File: config.mk
export PLATFORM = sky130hd
export DESIGN_NAME = lock_seq_ctrl
export DESIGN_NICKNAME = d
export VERILOG_FILES = /design/src/rtl/lock_pkg.sv /design/src/rtl/lock_timer.sv /design/src/rtl/lock_seq_ctrl.sv
export SDC_FILE = /design/constraint.sdc
export NUM_CORES = 1
export LEC_CHECK = 0
export CAP_MARGIN = 20
export CORE_UTILIZATION = 40
export CTS_BUF_LIST = sky130_fd_sc_hd__clkbuf_4
export DETAILED_ROUTE_END_ITERATION = 16
export GPL_ROUTABILITY_DRIVEN = 1
export GPL_TIMING_DRIVEN = 0
export PLACE_DENSITY_LB_ADDON = 0.25
export SYNTH_ARGS = -nofsm -noshare
export SYNTH_HDL_FRONTEND = slang
export SYNTH_SLANG_ARGS = --single-unit
File: constraint.sdc
create_clock -name clk -period 5.7 [get_ports clk]
set_input_delay 0.57 -clock clk [delete_from_list [all_inputs] [get_ports clk]]
set_output_delay 0.57 -clock clk [all_outputs]
set_load 0.1 [all_outputs]
File: src/rtl/lock_pkg.sv
// Shared state encoding and helpers for the keypad lock controller.
package lock_pkg;

   typedef enum logic [2:0] {
      StIdle    = 3'd0,
      StEntry   = 3'd1,
      StCheck   = 3'd2,
      StOpen    = 3'd3,
      StNewCode = 3'd4,
      StLockout = 3'd5
   } lock_state_e;

   localparam int unsigned TimerW  = 16;
   localparam logic [2:0]  FailSat = 3'd7;

   function automatic logic [2:0] sat_inc(logic [2:0] v);
      return (v == FailSat) ? v : v + 3'd1;
   endfunction

endpackage

File: src/rtl/lock_timer.sv
// Loadable down-counter; expired is high once the count has reached zero.
module lock_timer import lock_pkg::*; #(
   parameter int unsigned W = TimerW
) (
   input  logic         clk,
   input  logic         reset,
   input  logic         load,
   input  logic [W-1:0] load_val,
   output logic         expired
);

   logic [W-1:0] cnt_q;

   always_ff @(posedge clk or negedge reset) begin
      if (!reset) begin
         cnt_q <= '0;
      end else if (load) begin
         cnt_q <= load_val;
      end else if (cnt_q != '0) begin
         cnt_q <= cnt_q - 1'b1;
      end
   end

   assign expired = (cnt_q == '0);

endmodule

File: src/rtl/lock_seq_ctrl.sv
// Keypad code lock: digit entry, code check, timed unlock, code change and
// lockout after repeated failures, all timed by a single shared timer.
module lock_seq_ctrl import lock_pkg::*; #(
   parameter int unsigned        NDIG      = 4,
   parameter logic [4*NDIG-1:0]  INIT_CODE = 16'h1234,
   parameter int unsigned        MAX_FAIL  = 3,
   parameter int unsigned        ENTRY_TO  = 500,
   parameter int unsigned        OPEN_CYC  = 1000,
   parameter int unsigned        LOCK_CYC  = 2000
) (
   input  logic       clk,
   input  logic       reset,
   input  logic       key_valid,
   input  logic [3:0] key_digit,
   input  logic       key_enter,
   input  logic       key_change,
   output logic       unlock,
   output logic       buzzer,
   output logic [2:0] fail_cnt,
   output logic [2:0] state
);

   localparam int unsigned        BufW     = 4 * NDIG;
   localparam int unsigned        CntW     = $clog2(NDIG + 1);
   localparam logic [CntW-1:0]    CntFull  = CntW'(NDIG);
   localparam logic [2:0]         FailMax  = 3'(MAX_FAIL);
   // Timer is loaded with N-1 so a state lasts exactly N cycles.
   localparam logic [TimerW-1:0]  EntryLd  = TimerW'(ENTRY_TO - 1);
   localparam logic [TimerW-1:0]  OpenLd   = TimerW'(OPEN_CYC - 1);
   localparam logic [TimerW-1:0]  LockLd   = TimerW'(LOCK_CYC - 1);

   lock_state_e         state_q, state_d;
   logic [BufW-1:0]     buf_q, buf_d;
   logic [CntW-1:0]     cnt_q, cnt_d;
   logic [BufW-1:0]     code_q, code_d;
   logic [2:0]          fail_q, fail_d;
   logic [2:0]          fail_inc;
   logic                unlock_q, unlock_d;
   logic                buzzer_q, buzzer_d;
   logic                tmr_load, tmr_exp;
   logic [TimerW-1:0]   tmr_val;
   logic                match;

   assign match    = (cnt_q == CntFull) && (buf_q == code_q);
   assign fail_inc = sat_inc(fail_q);

   lock_timer #(
      .W (TimerW)
   ) u_timer (
      .clk      (clk),
      .reset    (reset),
      .load     (tmr_load),
      .load_val (tmr_val),
      .expired  (tmr_exp)
   );

   always_ff @(posedge clk or negedge reset) begin
      if (!reset) begin
         state_q <= StIdle;
      end else begin
         state_q <= state_d;
      end
   end

   always_comb begin
      state_d  = state_q;
      buf_d    = buf_q;
      cnt_d    = cnt_q;
      code_d   = code_q;
      fail_d   = fail_q;
      tmr_load = 1'b0;
      tmr_val  = '0;
      unique case (state_q)
         StIdle: begin
            if (key_valid && !key_enter) begin
               state_d  = StEntry;
               buf_d    = BufW'(key_digit);
               cnt_d    = CntW'(1);
               tmr_load = 1'b1;
               tmr_val  = EntryLd;
            end
         end
         StEntry, StNewCode: begin
            if (key_enter) begin
               if (state_q == StEntry) begin
                  state_d = StCheck;
               end else begin
                  if (cnt_q == CntFull) code_d = buf_q;
                  state_d = StIdle;
               end
            end else if (key_valid) begin
               tmr_load = 1'b1;
               tmr_val  = EntryLd;
               if (cnt_q < CntFull) begin
                  buf_d = (buf_q << 4) | BufW'(key_digit);
                  cnt_d = cnt_q + CntW'(1);
               end
            end else if (tmr_exp) begin
               state_d = StIdle;
            end
         end
         StCheck: begin
            buf_d = '0;
            cnt_d = '0;
            if (match) begin
               fail_d   = '0;
               state_d  = StOpen;
               tmr_load = 1'b1;
               tmr_val  = OpenLd;
            end else begin
               fail_d = fail_inc;
               if (fail_inc >= FailMax) begin
                  state_d  = StLockout;
                  tmr_load = 1'b1;
                  tmr_val  = LockLd;
               end else begin
                  state_d = StIdle;
               end
            end
         end
         StOpen: begin
            if (key_enter) begin
               state_d = StIdle;
            end else if (key_change) begin
               state_d  = StNewCode;
               tmr_load = 1'b1;
               tmr_val  = EntryLd;
            end else if (tmr_exp) begin
               state_d = StIdle;
            end
         end
         StLockout: begin
            if (tmr_exp) begin
               state_d = StIdle;
               fail_d  = '0;
            end
         end
         default: state_d = StIdle;
      endcase
      if (state_d == StIdle) begin
         buf_d = '0;
         cnt_d = '0;
      end
   end

   always_comb begin
      unlock_d = (state_d == StOpen);
      buzzer_d = (state_d == StLockout);
   end

   always_ff @(posedge clk or negedge reset) begin
      if (!reset) begin
         buf_q    <= '0;
         cnt_q    <= '0;
         code_q   <= INIT_CODE;
         fail_q   <= '0;
         unlock_q <= 1'b0;
         buzzer_q <= 1'b0;
      end else begin
         buf_q    <= buf_d;
         cnt_q    <= cnt_d;
         code_q   <= code_d;
         fail_q   <= fail_d;
         unlock_q <= unlock_d;
         buzzer_q <= buzzer_d;
      end
   end

   assign unlock   = unlock_q;
   assign buzzer   = buzzer_q;
   assign fail_cnt = fail_q;
   assign state    = state_q;

endmodule

# --- Yosys cells after proc, flatten, opt, wreduce, memory -nomap -nowiden ---
# Cells that the tools add are included.
# Widths: inputs -> output; s select.
word_totals:
  reg_bits: 59
  input_bits: 9
  out_inout_bits: 8
  wordCells: 88
op_classes:
  n_addsub: 3
  magnitude_cmp: 2
  n_eq_ne: 15
  mux: 44
  bitwise_logic: 2
  reduce_logical: 14
ops:
  columns: ["op", "n"]
  rows:
  - ["$mux 16", 7]
  - ["$mux 3", 16]
  - ["$pmux 16 s3", 1]
  - ["$mux 9", 5]
  - ["$pmux 11 s4", 1]
  - ["$mux 11", 2]
  - ["$eq 16x16->1", 1]
  - ["$logic_not 16->1", 1]
  - ["$or 16x4->16", 1]
  - ["$reduce_bool 16->1", 1]
  - ["$sub 16x1->16 const B", 1]
  - ["$eq 3x3->1 const B", 5]
  - ["$pmux 3 s5", 1]
  - ["$ne 3x3->1 const B", 4]
  - ["$eq 3x2->1 const B", 3]
  - ["$pmux 3 s3", 1]
  - ["$mux 1", 7]
  - ["$add 3x1->3 const B", 2]
  - ["$logic_not 3->1", 2]
  - ["$pmux 3 s2", 1]
  - ["$reduce_and 5->1", 1]
  - ["$pmux 1 s4", 1]
  - ["$reduce_and 4->1", 1]
  - ["$reduce_bool 2->1", 2]
  - ["other kinds (11)", 12]

# --- Depth between registers and ports, before layout ---
# Gate-level depths: netlist of the first run.
depth:
  depth_word: 9
  ltp_mapped: 9
  depth_no_buf: 8

# --- Hierarchy ---
# A second synthesis of the first run with hierarchy kept.
unflattened:
  cells_unflattened: 324
  area_unflattened_um2: 3337.0
modules_own_cells:
  columns: ["mod", "instances", "cells_each", "area_each_um2", "seq_area_each_um2"]
  rows:
  - ["lock_seq_ctrl", 1, 220, 2377.3, 1082.3]
  - ["lock_timer", 1, 104, 959.7, 400.4]

# --- Worst setup path after synthesis of the first run ---
# Ideal clock, no wire load.
synth_path:
  kind: "reg-to-reg"
  from: "reg fail_q[0], in the netlist fail_cnt[0]"
  to: "reg cnt_q[0]"
  setup_time_ps: 118
  arrival_time_ps: 2494
  path_slack_ps: 3088
  stages_incl_launch_ff: 8
  n_path_buf: 1
  synth_period_minus_slack_ps: 2612
  path_cell_list: "dfrtp_1 ha_1 a211oi_1 or2b_1 nand2_2 nor4_4 buf_6 nor2_2"
synth_between:
  elab_chain_cells: 9
synth_rtl:
  columns: ["item", "line", "text"]
  rows:
  - ["from (decl)", "lock_seq_ctrl.sv:36", "logic [2:0] fail_q, fail_d;"]
  - ["from (signal assigned)", "lock_seq_ctrl.sv:163", "fail_q <= fail_d;"]
  - ["$add 3x1->3 / $eq 3x3->1 (equally long branches)", "lock_pkg.sv:17", "return (v == FailSat) ? v : v + 3'd1;"]
  - ["$mux 3 (*)", "lock_pkg.sv:17", null]
  - ["$ge 3x2->1 (*)", "lock_seq_ctrl.sv:112", "if (fail_inc >= FailMax) begin"]
  - ["$mux 3 (*)", "lock_seq_ctrl.sv:112", null]
  - ["$mux 3 (*)", "lock_seq_ctrl.sv:105", "if (match) begin"]
  - ["$pmux 3 s5 (*)", "lock_seq_ctrl.sv:73", "unique case (state_q)"]
  - ["$logic_not 3->1 (*)", "lock_seq_ctrl.sv:140", "if (state_d == StIdle) begin"]
  - ["$ne 3x3->1 (no line) / $reduce_bool 4->1 (equally long branches)", null, null]
  - ["$reduce_and 5->1 (no line)", null, null]
  - ["to (signal assigned)", "lock_seq_ctrl.sv:161", "cnt_q <= cnt_d;"]
  - ["to (decl)", "lock_seq_ctrl.sv:34", "logic [CntW-1:0] cnt_q, cnt_d;"]
# Mark *: on every way between the ends. The rest lies on a longest branch, timed or not.
# A chain may end at the register's enable or synchronous reset.

# --- Worst setup path after layout of the first run ---
layout_path:
  from: "reg state_q[0], in the netlist state[0]"
  to: "out state[0]"
layout_lines:
  columns: ["item", "line", "text"]
  rows:
  - ["from (decl)", "lock_seq_ctrl.sv:32", "lock_state_e state_q, state_d;"]
  - ["from (signal assigned)", "lock_seq_ctrl.sv:59", "state_q <= StIdle;"]
  - ["from (signal assigned)", "lock_seq_ctrl.sv:61", "state_q <= state_d;"]
  - ["to (decl)", "lock_seq_ctrl.sv:20", "output logic [2:0] state"]
# No word-level cell between the ends.

==> metrics, run 1 <==
CP max-delay cell clkdlybuf4s50_1; largest delay contributor family on the critical path buffers and inverters; Avg WL per Cell between 10 and 15 um; htree depth 3; Fin. Hold Viols 0; Post-DRT Antenna Nets 0; Placed Cells roughly 420; slew margin rel. roughly 36%; Hold Path Class in2async; final wirelength around 6200 um; max-cap violation count 0; Pleak between 1 and 1.5 nW; minimum clock period between 2000 and 3000 ps; num rows 31; Setup Skew ~18 ps; Post-CTS Setup Repair Bufs 0; max-slew violations 0; vias per cell 5.211; post-route insts no fill 437; initial core utilization 42.29%; Overall Power about 1.6 mW; Post-synth EDFFs 0; Worst Setup Start Kind flip-flop; DP HPWL 4546 um; WP data arrival between 2000 and 2500 ps; worst skew pair latency roughly 400 ps; Clock transition at path regs approximately 100 ps; Buf+Inv Stages, Crit Path 1; post-synth cell types between 50 and 60; total CTS buffers 9; sequential share of the synthesized area a little under half; Iteration-0 DRC Markers 69; PwrDens around 440 mW/mm2; CTS tree yes; vias in the first global route 2,294; Die X 90.50 um; syn avg cell area ~10 um2; Worst setup EP type output port; fin nets ~350; Area Overhead vs Synth 14.18%; R2R Path Start u_timer.cnt_q[0]$_DFFE_PN0P_; peak supply drop ~140 uV; Clock Sink Count 59; status complete, no violations; Cell Chain, Critical Path clkdlybuf4s50_1; number of warnings issued by yosys 0; layout cells sized above 1 approximately a fifth; Post-CTS Resized 0; routed wl met3 between 200 and 250 um; GR Overflow Total 0; setup_tns 0 ps; Clock Tree Buf Depth 2; core area ~0.0074 mm2; die footprint 0.008190 mm2; crit path launch state[0]$_DFF_PN0_; initial antenna violation count 0; Post-synth top flop dfrtp_1; total global-route track usage 17.09%; wl on met1 2958 um; Critical Path RT ~5000 ps; Slew @ Worst Pin ~960 ps; Setup-failing EPs final 0; Max Clk Rate about 380 MHz; fin area approximately 0.0036 mm2; Area after DPL ~0.0034 mm2; DRC viols 0; Setup CP Type reg2out; slowest cell delay on critical path ~1200 ps; Pre-Repair DR Iteration Count 4; Hold-fix buffers, CTS 0; total number of vias approximately 2,300; Antenna Cells 0; syn nets 320; largest net degree at the start of global routing 32; period utilisation layout approximately 46%; ys async rst share 100.0%; IO Pins 17; RSZ-0062 raised after global routing false; clk root buf clkbuf_4; Worst Path Max Fanout 7; #FFs+latches synth a little under 60; pre-CTS setup slack around 3100 ps; DR WL met2 about 3000 um; fin util about half; WHS about 210 ps; global-route wire length before repair ~11,000 um; Cells after Synth approximately 310; Placer Congestion 0.7765; top sig layer met4; Mapped Area 0.003133 mm2; IO Port Bufs 15; Vert. Die Dim 90.50 um; worst setup margin 3086 ps
registers in the layout (all words and copies together), names as in the netlist:
name / cells
code_q: 16
buf_q: 16
buzzer: 1
u_timer.cnt_q: 16
state: 3
cnt_q: 3
fail_cnt: 3
unlock: 1
cells in the final DEF (no fill, tap or decap), drive strengths merged, types with 6 or more instances in the layout:
| master | synthesis | layout |
|---|---|---|
| nor2 | 24 | 24 |
| dfrtp | 54 | 54 |
| inv | 8 | 8 |
| clkdlybuf4s50 | 0 | 14 |
| mux2 | 16 | 16 |
| a21oi | 28 | 28 |
| xor2 | 13 | 13 |
| clkbuf | 8 | 18 |
| nor3 | 8 | 8 |
| nor4 | 7 | 7 |
| buf | 4 | 6 |
| nand2 | 30 | 30 |
| nand3 | 22 | 22 |
| xnor2 | 15 | 15 |
| o21ai | 10 | 10 |
cell families after synthesis:
family | share of synthesized area, %
compound gates | 11.42
xor+xnor | 7.828
fa+ha+maj | 1.997
buf+inv | 2.835
flops | 47.32
mux | 5.751
simple gates | 22.84
power by group:
group / internal [mW] / switching (mW)
combinational: 0.210 / 0.466
sequential: 0.478 / 0.0731
clock: 0.179 / 0.152
cells in the mapped netlist, drive strengths merged (7+ instances only):
library cell	n	share of area, %
clkbuf	8	0.96
nor3	8	2.0
a21oi	28	5.6
inv	8	0.96
xor2	13	3.6
mux2	16	5.8
nor4	7	2.8
xnor2	15	4.2
dfrtp	54	43
nand3	22	3.5
nor2	24	3.0
o21ai	10	1.7
nand2	30	3.7
layout make-up:
class,instances,area (um2)
clock buffers,10,75.07
flip-flops and latches,59,1483
fillers,710,3831
plain buffers,12,55.05
repair buffers,16,165.2
clock inverters,6,80.08
inverters,9,33.78
multi-input cells,226,1562
well taps,99,123.9
metal layers:
layer | up-vias | global-route usage (%)
li1 | 1135 | -
met1 | 1098 | 21.59
met2 | 37 | 27.71
met3 | 7 | 5.556
met4 | 0 | 5.242
met5 | - | 0
path summary, 6_finish.rpt:
check / slack (ps) / to / depth (start not counted)
min in group clk: 540 / code_q[10]$_DFFE_PN0P_ / 1
max in group asynchronous: 4810 / code_q[4]$_DFFE_PN1P_ / 2
setup reg to reg: 3160 / cnt_q[0]$_DFFE_PN0P_ / 9
hold / removal: 210 / state[0]$_DFF_PN0_ / 1
hold reg to reg: 540 / code_q[10]$_DFFE_PN0P_ / 1
setup / recovery: 3090 / state[0] / 1
Note: power is estimated with default switching activity, not from simulation.
==> inputs of run 2 (changes only) <==
clock period = 2.4 ns   (was 5.7 ns; I/O delays follow)
==> run 2 against run 1 <==
Effect of this change:
- sequential share of layout area shrank 0.44 points
- highest routed layer unchanged
- largest power group unchanged
- clock-buffer cell count is the same
- via count grew 2.6%
- power is 140% higher
- utilization up 0.73 points
- combinational power up 150%
- hold slack better by 150 ps
- routed wire length rose by 5.7%
- critical endpoint is now fail_cnt[2]
- non-clock buffer count grew 7
- clock skew is 6.1 ps higher
==> metrics, run 2 (same netlist as run 1, synthesis figures left out) <==
Setup Skew roughly 24 ps; num rows 31; Sw Pwr roughly 1.7 mW; DR WL met2 around 3100 um; total number of vias between 2,000 and 2,500; PwrDens between 1000 and 1500 mW/mm2; worst skew pair latency between 400 and 500 ps; Worst setup EP type output port; Reg power frac about 36%; status complete, no violations; Worst Reg-to-Reg Cells 9; Cell Int Power 2.008 mW; DP HPWL 4606 um; slew margin rel. roughly a third; top sig layer met4; wl on met1 3110 um; max-cap violation count 0; CP max-delay cell clkdlybuf4s50_1; total CTS buffers 9; Max Clk Rate 437.7 MHz; Antenna Cells 0; WHS 364.3 ps; Die X between 90 and 100 um; minimum clock period around 2300 ps; Fin. Hold Viols 0; fin nets around 350; Slew @ Worst Pin 972.8 ps; Overall Power 3.666 mW; Buf+Inv Stages, Crit Path 1; Clock Tree Buf Depth 2; clk root buf clkbuf_4; period utilisation layout 95.20%; Logic pwr share between 40% and 50%; IO Port Bufs 15; vias in the first global route between 2,000 and 2,500; Placer Congestion between 0.8 and 0.9; Clock Sink Count 59; Placed Cells between 400 and 500; IO Pins 17; most frequent cells in the layout dfrtp_1 (49), nand2_1 (29), nor2_1 (23), nand3_1 (22), a21oi_1 (19); peak supply drop about 360 uV; initial antenna violation count 0; Iteration-0 DRC Markers around 90; Setup CP Type reg2out; Clock power frac between 10% and 20%; Hold Path Class in2async; Vert. Die Dim around 90 um; pre-CTS setup slack -123.4 ps; Reg2Reg Setup Slack ~130 ps; die footprint 0.008190 mm2; vias per cell roughly 5.3; Top Registers buf_q x16, code_q x16, u_timer.cnt_q x16; fin area approximately 0.0036 mm2; Area Overhead vs Synth 15.89%; RSZ-0062 raised after global routing false; global-route wire length before repair about 11,000 um; Critical Path RT 2160 ps; Cell Chain, Critical Path clkdlybuf4s50_1; most common cell after layout, fill and taps aside dfrtp_1; switch share 45.24%; largest net degree at the start of global routing 34; slowest cell delay on critical path 1170 ps; routed wl met3 about 270 um; worst reg2reg path endpoint cnt_q[2]$_DFFE_PN0P_; GR Overflow Total 0; DRC viols 0; layout cells sized above 1 approximately 22%; core area about 0.0074 mm2; htree depth 3; total global-route track usage 17.61%; Pleak around 1.5 nW; Area after DPL around 0.0034 mm2; Post-DRT Antenna Nets 0; R2R Path Start cnt_q[0]$_DFFE_PN0P_; Worst Path Max Fanout 6; Clock transition at path regs around 110 ps; Pre-Repair DR Iteration Count 4; max-slew violations 0; setup_tns 0 ps; worst setup margin around 120 ps; post-route insts no fill roughly 440; initial core utilization a little over two fifths; Avg WL per Cell 14.90 um; largest delay contributor family on the critical path buffers and inverters; WP data arrival 2040 ps; final wirelength 6601 um; Worst Setup Start Kind flip-flop; Setup-failing EPs final 0; fin util 49.01%; CTS tree yes
-- run 2: changes by cell type in the layout (fill, tap and decap cells not counted), sizes merged --
cell         previous run  this run
dlygate4sd3             0         1
clkbuf                 18        19
clkinvlp                1         0
buf                     6        11
bufinv                  2         1
clkinv                  4         5
-- run 2: per-layer routing --
metal	up-vias	track usage (%)
met5	-	0
met4	0	8.602
met3	9	3.788
met2	40	27.59
met1	1142	23.04
li1	1145	-
-- run 2: power by group through the flow --
stage                     sequential (mW)  combinational (mW)  clock [mW]
after floorplan                      1.65               0.877           0
after global placement               1.33                1.59           0
after detailed placement             1.34                1.60           0
after CTS                            1.32                1.66       0.695
after global routing                 1.34                1.82       0.738
final                                1.32                1.67       0.678
-- run 2: worst max-delay path by stage --
stage                       startpoint                       to  slack (ps)  cells past startpoint
2_1_floorplan  fail_cnt[0]$_DFFE_PN0P_     cnt_q[0]$_DFFE_PN0P_         100                      7
3_3_place_gp                     reset  fail_cnt[1]$_DFFE_PN0P_       -1070                      1
3_5_place_dp        state[2]$_DFF_PN0_   code_q[13]$_DFFE_PN0P_        -120                      5
4_1_cts           cnt_q[0]$_DFFE_PN0P_     cnt_q[2]$_DFFE_PN0P_          30                      8
5_1_grt             state[1]$_DFF_PN0_     cnt_q[0]$_DFFE_PN0P_          10                      8
6_report       fail_cnt[2]$_DFFE_PN0P_              fail_cnt[2]         120                      1
-- run 2: what timing repair did --
action / in CTS / in global routing
hold buffers: 1 / 0
cloned: 0 / 0
pin swaps: 1 / 3
resized for setup: 2 / 5
setup endpoints to repair: 20 / 30
endpoints found under the hold margin: 24 / 0
buffers inserted: 2 / 4
-- run 2: layout make-up --
class / count / area (um2)
fillers: 702 / 3777
multi-input cells: 226 / 1583
flip-flops and latches: 59 / 1489
repair buffers: 23 / 220.2
well taps: 99 / 123.9
clock buffers: 10 / 75.07
plain buffers: 12 / 60.06
clock inverters: 5 / 46.29
inverters: 9 / 33.78
